$ cat src/rtl/sr_pkg.sv
// Shared definitions for the SR latch pulse driver: FSM state encoding and default timing.
// Latency: n/a (declarations only).
// Backpressure: n/a.
package sr_pkg;

    typedef enum logic [1:0] {
        IDLE      = 2'd0,
        SET_PULSE = 2'd1,
        RST_PULSE = 2'd2,
        GAP       = 2'd3
    } state_t;

    localparam int DEF_DEBOUNCE_CYCLES = 16;
    localparam int DEF_PULSE_CYCLES    = 4;
    localparam int DEF_GAP_CYCLES      = 2;

endpackage

$ cat src/rtl/sr_debounce.sv
// Two-flop synchronizer followed by a stable-sample debouncer for one raw button.
// Latency: 2+DEBOUNCE_CYCLES clocks from a stable raw change to a change on db_lvl.
// Backpressure: none; the level is always presented.
module sr_debounce
    import sr_pkg::*;
#(
    parameter int DEBOUNCE_CYCLES = DEF_DEBOUNCE_CYCLES
) (
    input  logic clk,
    input  logic rst_n,
    input  logic raw,
    output logic db_lvl
);

    localparam int              CW       = $clog2(DEBOUNCE_CYCLES + 1);
    localparam logic [CW-1:0]   CNT_LAST = CW'(DEBOUNCE_CYCLES - 1);

    logic          sync_1;
    logic          sync_2;
    logic [CW-1:0] cnt;

    // The counter tallies consecutive samples that disagree with db_lvl; any agreeing sample restarts it.
    always_ff @(posedge clk or negedge rst_n) begin
        if (!rst_n) begin
            sync_1 <= 1'b0;
            sync_2 <= 1'b0;
            cnt    <= '0;
            db_lvl <= 1'b0;
        end else begin
            sync_1 <= raw;
            sync_2 <= sync_1;
            if (sync_2 == db_lvl) begin
                cnt <= '0;
            end else if (cnt == CNT_LAST) begin
                cnt    <= '0;
                db_lvl <= sync_2;
            end else begin
                cnt <= cnt + 1'b1;
            end
        end
    end

endmodule

$ cat src/rtl/sr_latch_driver.sv
// Turns debounced set/reset buttons into non-overlapping active-low pulses for a NAND SR latch.
// Latency: first pulse starts 3+DEBOUNCE_CYCLES clocks after a stable raw rising edge.
// Backpressure: requests while busy are held in one-deep pending flags; repeats of a pending kind are dropped.
module sr_latch_driver
    import sr_pkg::*;
#(
    parameter int DEBOUNCE_CYCLES = DEF_DEBOUNCE_CYCLES,
    parameter int PULSE_CYCLES    = DEF_PULSE_CYCLES,
    parameter int GAP_CYCLES      = DEF_GAP_CYCLES
) (
    input  logic clk,
    input  logic rst_n,
    input  logic btn_set,
    input  logic btn_reset,
    output logic s_n,
    output logic r_n,
    output logic busy,
    output logic q_exp
);

    localparam logic [7:0] PULSE_LAST = 8'(PULSE_CYCLES - 1);
    localparam logic [7:0] GAP_LAST   = 8'(GAP_CYCLES - 1);

    logic       set_lvl, rst_lvl;
    logic       set_lvl_q, rst_lvl_q;
    logic       set_req, rst_req;
    state_t     state, state_nxt;
    logic [7:0] cnt, cnt_nxt;
    logic       pending_s, pending_r, pend_s_nxt, pend_r_nxt;
    logic       q_exp_nxt;

    sr_debounce #(.DEBOUNCE_CYCLES(DEBOUNCE_CYCLES)) u_db_set (
        .clk    (clk),
        .rst_n  (rst_n),
        .raw    (btn_set),
        .db_lvl (set_lvl)
    );

    sr_debounce #(.DEBOUNCE_CYCLES(DEBOUNCE_CYCLES)) u_db_rst (
        .clk    (clk),
        .rst_n  (rst_n),
        .raw    (btn_reset),
        .db_lvl (rst_lvl)
    );

    assign set_req = set_lvl & ~set_lvl_q;
    assign rst_req = rst_lvl & ~rst_lvl_q;
    assign busy    = (state != IDLE);

    always_comb begin
        state_nxt  = state;
        cnt_nxt    = cnt;
        q_exp_nxt  = q_exp;
        pend_s_nxt = pending_s;
        pend_r_nxt = pending_r;

        if (state != IDLE) begin
            if (set_req) pend_s_nxt = 1'b1;
            if (rst_req) pend_r_nxt = 1'b1;
        end

        case (state)
            IDLE: begin
                cnt_nxt = '0;
                // Reset has priority; a simultaneous set is parked so it runs afterwards.
                if (rst_req || pending_r) begin
                    state_nxt  = RST_PULSE;
                    pend_r_nxt = 1'b0;
                    if (set_req) pend_s_nxt = 1'b1;
                end else if (set_req || pending_s) begin
                    state_nxt  = SET_PULSE;
                    pend_s_nxt = 1'b0;
                end
            end
            SET_PULSE: begin
                if (cnt == PULSE_LAST) begin
                    state_nxt = GAP;
                    cnt_nxt   = '0;
                    q_exp_nxt = 1'b1;
                end else begin
                    cnt_nxt = cnt + 8'd1;
                end
            end
            RST_PULSE: begin
                if (cnt == PULSE_LAST) begin
                    state_nxt = GAP;
                    cnt_nxt   = '0;
                    q_exp_nxt = 1'b0;
                end else begin
                    cnt_nxt = cnt + 8'd1;
                end
            end
            GAP: begin
                if (cnt == GAP_LAST) begin
                    state_nxt = IDLE;
                    cnt_nxt   = '0;
                end else begin
                    cnt_nxt = cnt + 8'd1;
                end
            end
            default: begin
                state_nxt = IDLE;
                cnt_nxt   = '0;
            end
        endcase
    end

    // Pulse outputs are decoded from the next state so they are flops aligned with the state register.
    always_ff @(posedge clk or negedge rst_n) begin
        if (!rst_n) begin
            state     <= IDLE;
            cnt       <= '0;
            pending_s <= 1'b0;
            pending_r <= 1'b0;
            q_exp     <= 1'b0;
            s_n       <= 1'b1;
            r_n       <= 1'b1;
            set_lvl_q <= 1'b0;
            rst_lvl_q <= 1'b0;
        end else begin
            state     <= state_nxt;
            cnt       <= cnt_nxt;
            pending_s <= pend_s_nxt;
            pending_r <= pend_r_nxt;
            q_exp     <= q_exp_nxt;
            s_n       <= (state_nxt != SET_PULSE);
            r_n       <= (state_nxt != RST_PULSE);
            set_lvl_q <= set_lvl;
            rst_lvl_q <= rst_lvl;
        end
    end

endmodule

$ cat config.mk
export PLATFORM = sky130hd
export DESIGN_NAME = sr_latch_driver
export DESIGN_NICKNAME = d
export VERILOG_FILES = /design/src/rtl/sr_pkg.sv /design/src/rtl/sr_debounce.sv /design/src/rtl/sr_latch_driver.sv
export SDC_FILE = /design/constraint.sdc
export NUM_CORES = 1
export LEC_CHECK = 0
export BUFFER_PORTS_ARGS = -buffer_cell sky130_fd_sc_hd__clkbuf_2
export CORE_ASPECT_RATIO = 1.5
export CORE_UTILIZATION = 55
export DETAILED_ROUTE_END_ITERATION = 10
export PLACE_DENSITY = 0.73
export SYNTH_ARGS = -nofsm -noshare
export SYNTH_HDL_FRONTEND = slang
export SYNTH_SLANG_ARGS = --single-unit
$ cat constraint.sdc
create_clock -name clk -period 2.7 [get_ports clk]
set_input_delay 0.54 -clock clk [delete_from_list [all_inputs] [get_ports clk]]
set_output_delay 0.54 -clock clk [all_outputs]
set_load 0.005 [all_outputs]
==> results of run 1 <==
==> report_power, final <==
part           leakage (nW)  internal [mW]  switching, mW
clock                0.0455          0.221          0.156
combinational         0.330         0.0660         0.0880
sequential            0.439          0.522         0.0193
total                 0.815          0.809          0.264
==> sequential cells by signal, indices dropped and copies added, names as in the netlist, 2 cells and up <==
name and count:
state 2, u_db_set.cnt 5, u_db_rst.cnt 5, cnt 8
==> metal layers <==
metal / vias to the layer above / share of wire [%]
li1: 457 / -
met1: 458 / 43
met2: 12 / 51
met3: 5 / 3.1
met4: 0 / 2.4
met5: - / 0
==> cells by family after synthesis <==
group,count (synthesis)
AO/OA/AOI/OAI,14
adder cells (fa/ha/maj),9
buffers and inverters,7
multiplexers,2
AND/OR/NAND/NOR,50
XOR/XNOR,12
flip-flops,33
==> layout by cell type (no fill, tap or decap), types with 3 or more instances in the layout <==
cell,count
nand3_1,6
nor2_1,20
a21oi_1,3
xor2_1,9
xnor2_1,3
nor2b_1,4
clkbuf_4,5
and2_1,4
o21ai_0,3
dfrtp_1,31
clkbuf_2,7
ha_1,9
inv_1,7
==> final cells by class <==
type                    instances  area share, %
well taps                      24           1.86
flip-flops and latches         33           51.3
clock inverters                 1           1.86
repair buffers                  7           2.17
multi-input cells              87           37.8
inverters                       7           1.63
clock buffers                   7           3.41
==> worst max-delay path by stage <==
stage                       start             to
6_report       state[1]$_DFF_PN0_  r_n$_DFF_PN1_
5_1_grt        state[1]$_DFF_PN0_  r_n$_DFF_PN1_
4_1_cts        state[1]$_DFF_PN0_  r_n$_DFF_PN1_
3_5_place_dp   state[1]$_DFF_PN0_  r_n$_DFF_PN1_
3_3_place_gp   state[1]$_DFF_PN0_  r_n$_DFF_PN1_
2_1_floorplan  state[1]$_DFF_PN0_  r_n$_DFF_PN1_
==> through the flow <==
step	area [um^2]	util, %
global route	1620	65.2
detailed placement	1530	61.8
floorplan	1470	-
finish	1620	65.2
global placement	1530	61.8
CTS	1620	65.2
==> synthesized netlist by cell type, types with 2 or more instances <==
library cell / number / share of area (%)
a21oi_1: 3 / 1.0
and2_1: 4 / 1.7
and3_1: 2 / 0.85
and3_2: 2 / 1.0
and4_2: 2 / 1.4
dfrtp_1: 31 / 53
dfstp_2: 2 / 3.6
ha_1: 9 / 7.7
inv_1: 7 / 1.8
mux2_2: 2 / 1.5
nand3_1: 6 / 2.0
nor2_1: 20 / 5.1
nor2b_1: 4 / 1.7
nor3_1: 2 / 0.68
o21ai_0: 3 / 1.0
or3_1: 2 / 0.85
xnor2_1: 3 / 1.8
xor2_1: 9 / 5.4
==> worst reg2reg max path: stages, from the launching register on <==
cell     delay (ps)
dfrtp_1         440
inv_1           120
ha_1            360
nor2b_1         150
and4_2          230
a221o_1         290
or4_1           470
==> flow_summary.yaml, run 1 <==
clocking:
  cts_made_buffers: 5
  clkLatencyLatePin_ps: 320
  clkTransAtPathRegs_ps: 100
  tritoncts: "done"
  cts_root_buf: "clkbuf_4"
  clock_sinks: 33
  hold_buffers: 0
  clockBufferDepth: 2
  cts_resized: 0
  h-tree-depth: 2
  cts_setup_buffers: 0
grt:
  antenna_found_initial: 0
  grt.busiest_layer: "met2"
  grt_use_met3_pct: 5.77
  grt_pass1_vias: 957
  met2_usage_pct: 32.2
  grt_pass1_wl_um: 3880
  overflow: 0
  grt.met1_usage_pct: 19.4
  grt_max_degree: 34
  grt_usage_pct: 18.7
worst_setup_path:
  startpoint_type: "flip-flop"
  cp_cell_sequence: "inv_1 > ha_1 > nor2b_1 > and4_2 > a221o_1 > or4_1"
  critPathKind: "flip-flop to flip-flop"
  critPathMaxFanout: 6
  cp-end-kind: "flip-flop"
  critPathBufInv: 1
  path_delay_family: "simple AND/OR/NAND/NOR gates"
  arrival_ps: 2370
  max_stage_delay_ps: 470
  r2r_start: "state[1]$_DFF_PN0_"
  path_depth: 6
  worst_r2r_endpoint: "r_n$_DFF_PN1_"
  reg2reg_setup_slack_ps: 580
  crit_slowest_cell: "or4_1"
  crit_required_ps: 2950
  reg2regPathDepth: 6
hold_path:
  hold_path.class: "input port to asynchronous set/reset pin"
synthesis:
  yosysWarnings: 0
  synth_top_flop_cell: "dfrtp_1"
  synth_simple_gate_area_share_pct: 19.0
  syn_area_um2: 1470
  synth_xor_area_share_pct: 7.17
  synth_top_family_by_area: "simple AND/OR/NAND/NOR gates"
  synthAdderAreaFrac_pct: 7.69
  syn_nets: 140
  synth_compound_area_share_pct: 6.32
  synth.distinct_cells: 32
  synthMuxAreaShare_pct: 1.54
  synth_edf_count: 0
  seq_area_frac_synth_pct: 56.5
  ys_seq_elements: 33
  async_flop_share_pct: 100
  syn_avg_cell_area_um2: 11.5
  syn_inst: 127
place:
  io_buffers: 7
  hpwl_um: 1520
  dpl.cell_count: 158
  place_ws_ps: 610
  gp_congestion: 0.887
run:
  drv_cap: 0
timing:
  clock-skew-final_ps: 7.39
  fin_crit_ps: 2120
  tightest_slew_ps: 770
  final-hold-violation-count: 0
  max-slew-margin-rel_pct: 48.7
  whs_ps: 270
  finalCritPeriodShare_pct: 78.4
  fin_tns_setup_ps: 0
  maxSlewViolCount: 0
  setup_viol: 0
  rsz0062_at_grt: "false"
  fmax_ghz: 0.472
  worst_slack_ps: 583
power_and_ir_drop:
  leakage_nw: 0.815
  power_density_nw_per_um2: 664
  vdd.ir_drop.worst_uv: 399
  power_mw: 1.07
detailed_routing:
  drtIter0Drc: 12
  avgRoutedWirePerCell_um: 13.1
  drc: 0
  vias: 932
  dr.pass1.iters: 6
  routed_wirelength_um: 2170
  vias_per_cell: 5.61
  ant_nets: 0
floorplan:
  io_pins: 8
  die_area_um2: 2880
  rows: 22
  fp.dieH_um: 65.2
  die_x_um: 44.1
  start_util_pct: 59.1
  core_um2: 2480
final_layout:
  final_nets: 154
  n_antenna_cell: 0
  final_layout_size_suffix_gt1_share_pct: 16.9
  regArea_um2: 828
  fill_cells: 197
  finalNonFillerCells: 166
  syn_to_final_growth_pct: 10.2
  multi_input_area_um2: 611
outcome:
  status: "finished, final reports clean"
Power figures use the tool's default switching activity.
==> inputs of run 2 (changes only) <==
Settings changed: ABC_AREA from default to 1.
Clock period 2.7 ns to 2.1 ns, I/O delays scaled along.
==> run 2 against run 1 <==
Final area grew 2.8%. Cell count grew 24%. Clock-buffer cell count is the same. Setup slack lost 230 ps. Critical endpoint is now busy. Highest routed layer unchanged.
==> flow_summary.yaml, run 2 <==
final_layout:
  largest-register: "cnt"
  final_nets: 182
  fin_area_um2: 1660
  largestRegisters: "cnt: 8 flops, u_db_rst.cnt: 5 flops, u_db_set.cnt: 5 flops"
  final_common_cell: "dfrtp_1"
  final_cell_mix: "31 x dfrtp_1, 22 x inv_1, 21 x nor2_1"
  multi_input_area_um2: 573
  n_antenna_cell: 0
  fill_cells: 203
  final_layout_size_suffix_gt1_share_pct: 16.5
  finalNonFillerCells: 206
  largest_reg_flops: 8
  regArea_um2: 828
  syn_to_final_growth_pct: 11.0
outcome:
  status: "finished, final reports clean"
synthesis:
  synth_top_flop_cell: "dfrtp_1"
  netlist.area_leader.share_pct: 51.9
  syn_nets: 168
  yosysWarnings: 0
  synth_top_cell_by_area: "dfrtp_1"
  async_flop_share_pct: 100
  synth_area_leaders: "dfrtp_1 52%, ha_1 7.5%, inv_1 5.5%, nor2_1 5.3%, nand2_1 4.8%"
  synth.distinct_cells: 22
  syn_area_um2: 1500
  synthTopCellsByCount: "31 x dfrtp_1, 22 x inv_1, 21 x nor2_1"
  seq_area_frac_synth_pct: 55.4
  syn_avg_cell_area_um2: 9.65
  ys_seq_elements: 33
  synth_edf_count: 0
  yosysMostFrequentCell: "dfrtp_1"
  syn_inst: 155
place:
  dpl.cell_count: 198
  hpwl_um: 1980
  placed_area_um2: 1580
  io_buffers: 7
  gp_congestion: 0.801
timing:
  max-slew-margin-rel_pct: 47.3
  finalCritPeriodShare_pct: 83.2
  whs_ps: 154
  final-hold-violation-count: 0
  clock-skew-final_ps: 10.8
  fmax_ghz: 0.573
  tightest_slew_ps: 790
  fin_crit_ps: 1750
  setup_viol: 0
  maxSlewViolCount: 0
  fin_tns_setup_ps: 0
  rsz0062_at_grt: "false"
grt:
  grt_pass1_wl_um: 4480
  grt_max_degree: 34
  overflow: 0
  grt_usage_pct: 22.0
  grt_pass1_vias: 1085
  antenna_found_initial: 0
floorplan:
  rows: 22
  fp.dieH_um: 65.9
  core_um2: 2500
  start_util_pct: 59.7
  die_area_um2: 2940
  io_pins: 8
  die_x_um: 44.6
worst_setup_path:
  reg2reg_setup_slack_ps: 600
  arrival_ps: 1330
  cp-startpoint: "state[1]$_DFF_PN0_"
  critPathKind: "flip-flop to output port"
  endpoint: "busy"
  critPathMaxFanout: 6
  r2r_start: "state[1]$_DFF_PN0_"
  startpoint_type: "flip-flop"
  cp_cell_sequence: "inv_1 > ha_1 > inv_1 > clkbuf_2"
  cp-end-kind: "output port"
  crit_slowest_cell: "dfrtp_1"
  worst_r2r_endpoint: "cnt[4]$_DFF_PN0_"
  crit_top_cell: "inv_1"
  crit_required_ps: 1680
  max_stage_delay_ps: 440
  reg2regPathDepth: 6
detailed_routing:
  drc: 0
  routed_wirelength_um: 2660
  ant_nets: 0
  avgRoutedWirePerCell_um: 12.9
  vias_per_cell: 5.04
  drtIter0Drc: 23
  dr.pass1.iters: 4
  vias: 1039
clocking:
  clock_sinks: 33
  clockBufferDepth: 2
  tritoncts: "done"
  cts_setup_buffers: 0
  hold_buffers: 0
  cts_made_buffers: 5
  h-tree-depth: 2
  cts_resized: 0
  clkTransAtPathRegs_ps: 100
  cts_root_buf: "clkbuf_4"
  clkLatencyLatePin_ps: 340
power_and_ir_drop:
  power_mw: 1.22
  p_int_mw: 0.957
  p_sw_mw: 0.258
  seq_power_share_pct: 54.6
  power_density_nw_per_um2: 732
  leakage_nw: 0.841
  netSwitchingFraction_pct: 21.2
  vdd.ir_drop.worst_uv: 695
  p_comb_share_pct: 5.2
  clockPowerShare_pct: 40.2
hold_path:
  hold_path.class: "input port to asynchronous set/reset pin"
run:
  drv_cap: 0
[run 2: area by class of cell]
cell class | instances | area share [%]
Tap cell | 36 | 2.71
Timing Repair Buffer | 7 | 2.11
Multi-Input combinational cell | 97 | 34.5
Clock buffer | 7 | 3.32
Clock inverter | 1 | 1.81
Sequential cell | 33 | 49.9
Inverter | 25 | 5.65
[run 2: kinds of logic (layout without fill, tap and decap cells)]
group	Yosys count	in the layout	share of synthesized area, %
AOI/OAI and AO/OA	17	17	6.69
xor gates and xnor gates	9	9	5.27
muxes	1	1	0.753
buffers and inverters	25	40	6.28
and+or+nand+nor	61	61	18.1
adders and majority gates	9	9	7.53
DFF	33	33	55.4
[run 2: worst min-delay path by stage]
stage | from | to | slack, ps
after global routing | btn_reset | u_db_rst.sync_1$_DFF_PN0_ | 150
after CTS | btn_reset | u_db_rst.sync_1$_DFF_PN0_ | 160
after detailed placement | u_db_set.sync_1$_DFF_PN0_ | u_db_set.sync_2$_DFF_PN0_ | 340
after global placement | u_db_set.sync_1$_DFF_PN0_ | u_db_set.sync_2$_DFF_PN0_ | 330
final | rst_n | cnt[3]$_DFF_PN0_ | 150
after floorplan | rst_n | cnt[0]$_DFF_PN0_ | 120
[run 2: power groups by stage]
stage | sequential [mW] | clock, mW | combinational, mW
2_1_floorplan | 0.673 | 0 | 0.0356
4_1_cts | 0.663 | 0.505 | 0.0646
3_5_place_dp | 0.676 | 0 | 0.0638
3_3_place_gp | 0.674 | 0 | 0.0582
5_1_grt | 0.665 | 0.526 | 0.0727
6_report | 0.663 | 0.489 | 0.0632
[run 2: metal layers]
metal	vias to the layer above	global-route usage (%)	share of wire, %
met5	-	0	0
met4	0	13.6	2.0
met3	6	7.65	4.4
met2	33	39.7	58
met1	486	19.8	35
li1	514	-	-
[run 2: worst max-delay path: cells and delay by family, from the launching register on]
family	cells	cell delay, ps
buf+inv	3	340
flops	1	440
fa+ha+maj	1	210
[run 2: metrics by stage]
stage	setup WS, ps	utilization (%)
4_1_cts	360	66.3
2_1_floorplan	801	-
6_report	353	66.3
3_3_place_gp	764	62.9
5_1_grt	253	66.3
3_5_place_dp	664	62.9
==> inputs of run 3 (changes only) <==
Clock period 2.1 ns to 1.8 ns, I/O delays scaled along.
==> run 3 against run 2 <==
Clock-buffer cell count shrank 1. Sequential share of layout area rose by 0.49 points. Sequential cell count is the same. First-iteration DRC count fell by 52%. Final area is 0.98% lower. Global-route usage decreased by 1.8 points. Setup slack got worse by 190 ps. Largest power group unchanged. Cell count rose by 0.97%. Power increased by 0.81%. Via count decreased by 1.7%. Sequential power increased by 17%. Highest routed layer unchanged.
==> flow_summary.yaml, run 3 (synthesized netlist as in run 2, its figures left out) <==
detailed_routing:
  vias: 1021
  avgRoutedWirePerCell_um: 11.1
  routed_wirelength_um: 2320
  drtIter0Drc: 11
  ant_nets: 0
  vias_per_cell: 4.91
  drc: 0
  dr.pass1.iters: 4
timing:
  finalCritPeriodShare_pct: 90.7
  fmax_ghz: 0.612
  final-hold-violation-count: 0
  tightest_slew_ps: 300
  rsz0062_at_grt: "false"
  worst_slack_ps: 167
  clock-skew-final_ps: 11.0
  fin_tns_setup_ps: 0
  fin_crit_ps: 1630
  setup_viol: 0
  maxSlewViolCount: 0
  max-slew-margin-rel_pct: 79.9
worst_setup_path:
  startpoint_type: "flip-flop"
  critPathMaxFanout: 6
  crit_top_cell: "inv_1"
  cp_cell_sequence: "inv_1 > ha_1 > inv_1 > clkbuf_2"
  arrival_ps: 1270
  critPathKind: "flip-flop to output port"
  max_stage_delay_ps: 420
  cp-end-kind: "output port"
  crit_required_ps: 1440
  crit_slowest_cell: "dfrtp_1"
final_layout:
  final_layout_size_suffix_gt1_share_pct: 16.9
  fill_cells: 227
  largestRegisters: "cnt: 8 flops, u_db_rst.cnt: 5 flops, u_db_set.cnt: 5 flops"
  syn_to_final_growth_pct: 9.96
  largest-register: "cnt"
  n_antenna_cell: 0
  largest_reg_flops: 8
  final_common_cell: "dfrtp_1"
  final_cell_mix: "31 x dfrtp_1, 22 x inv_1, 21 x nor2_1"
  regArea_um2: 828
  final_nets: 184
  multi_input_area_um2: 573
power_and_ir_drop:
  power_density_nw_per_um2: 745
  leakage_nw: 0.837
  vdd.ir_drop.worst_uv: 627
  power_mw: 1.22
place:
  place_ws_ps: 423
  hpwl_um: 1820
  gp_congestion: 0.802
  io_buffers: 7
clocking:
  clkTransAtPathRegs_ps: 90
  h-tree-depth: 2
  tritoncts: "done"
  cts_made_buffers: 5
  cts_root_buf: "clkbuf_4"
  cts_resized: 0
  clock_sinks: 33
  clkLatencyLatePin_ps: 340
  clockBufferDepth: 2
grt:
  grt_usage_pct: 20.2
  grt_pass1_wl_um: 4110
  antenna_found_initial: 0
  grt_max_degree: 24
  overflow: 0
  grt_pass1_vias: 1028
outcome:
  status: "finished, final reports clean"
floorplan:
  start_util_pct: 59.7
  die_area_um2: 2940
  io_pins: 8
  die_x_um: 44.6
  fp.dieH_um: 65.9
  core_um2: 2500
  rows: 22
hold_path:
  hold_path.class: "input port to flip-flop"
run:
  drv_cap: 0
run 3: layer usage:
| metal | up-vias | track usage, % | wire, um |
|---|---|---|---|
| met2 | 9 | 36.9 | 1340 |
| met4 | 0 | 12.5 | 68 |
| met1 | 485 | 17.9 | 848 |
| met5 | - | 0 | 0 |
| li1 | 519 | - | - |
| met3 | 8 | 6.56 | 60 |
run 3: final timing paths:
kind	from	to	slack (ps)	cells past startpoint
hold / removal	btn_set	u_db_set.sync_1$_DFF_PN0_	120	1
min in group asynchronous	rst_n	u_db_set.sync_1$_DFF_PN0_	410	2
max in group asynchronous	rst_n	r_n$_DFF_PN1_	780	3
setup / recovery	state[1]$_DFF_PN0_	busy	170	4
setup reg to reg	cnt[0]$_DFF_PN0_	r_n$_DFF_PN1_	410	10
hold reg to reg	u_db_rst.sync_1$_DFF_PN0_	u_db_rst.sync_2$_DFF_PN0_	350	0
run 3: worst max-delay path: cells and delay by family, from the launching register on:
family | cells | cell delay, ps
adders and majority gates | 1 | 210
buffers and inverters | 3 | 320
DFF | 1 | 420
run 3: where the power goes:
| group | switching [mW] | internal [mW] |
|---|---|---|
| Combinational | 0.0461 | 0.0270 |
| Sequential | 0.0118 | 0.761 |
| Clock | 0.231 | 0.148 |
| Total | 0.289 | 0.936 |
run 3: layout make-up:
cell class	count	area share [%]
sequential	33	50.4
clock buffer	6	2.51
tap	36	2.74
multi-input combinational	97	34.9
timing repair buffer	9	3.20
inverter	25	5.71
clock inverter	2	0.609
run 3: what timing repair did:
action,in CTS,in global routing
endpoints found under the setup margin,0,0
buffers inserted,0,0
hold buffers,1,0
endpoints found under the hold margin,9,0
run 3: stage by stage:
| step | instance area, um^2 | util [%] | hold slack (ps) | instances |
|---|---|---|---|---|
| floorplan | 1500 | - | 64.4 | 155 |
| global placement | 1580 | 63.2 | 232 | 199 |
| detailed placement | 1580 | 63.2 | 241 | 199 |
| CTS | 1640 | 65.6 | 106 | 208 |
| global route | 1640 | 65.6 | 105 | 208 |
| finish | 1640 | 65.6 | 123 | 208 |
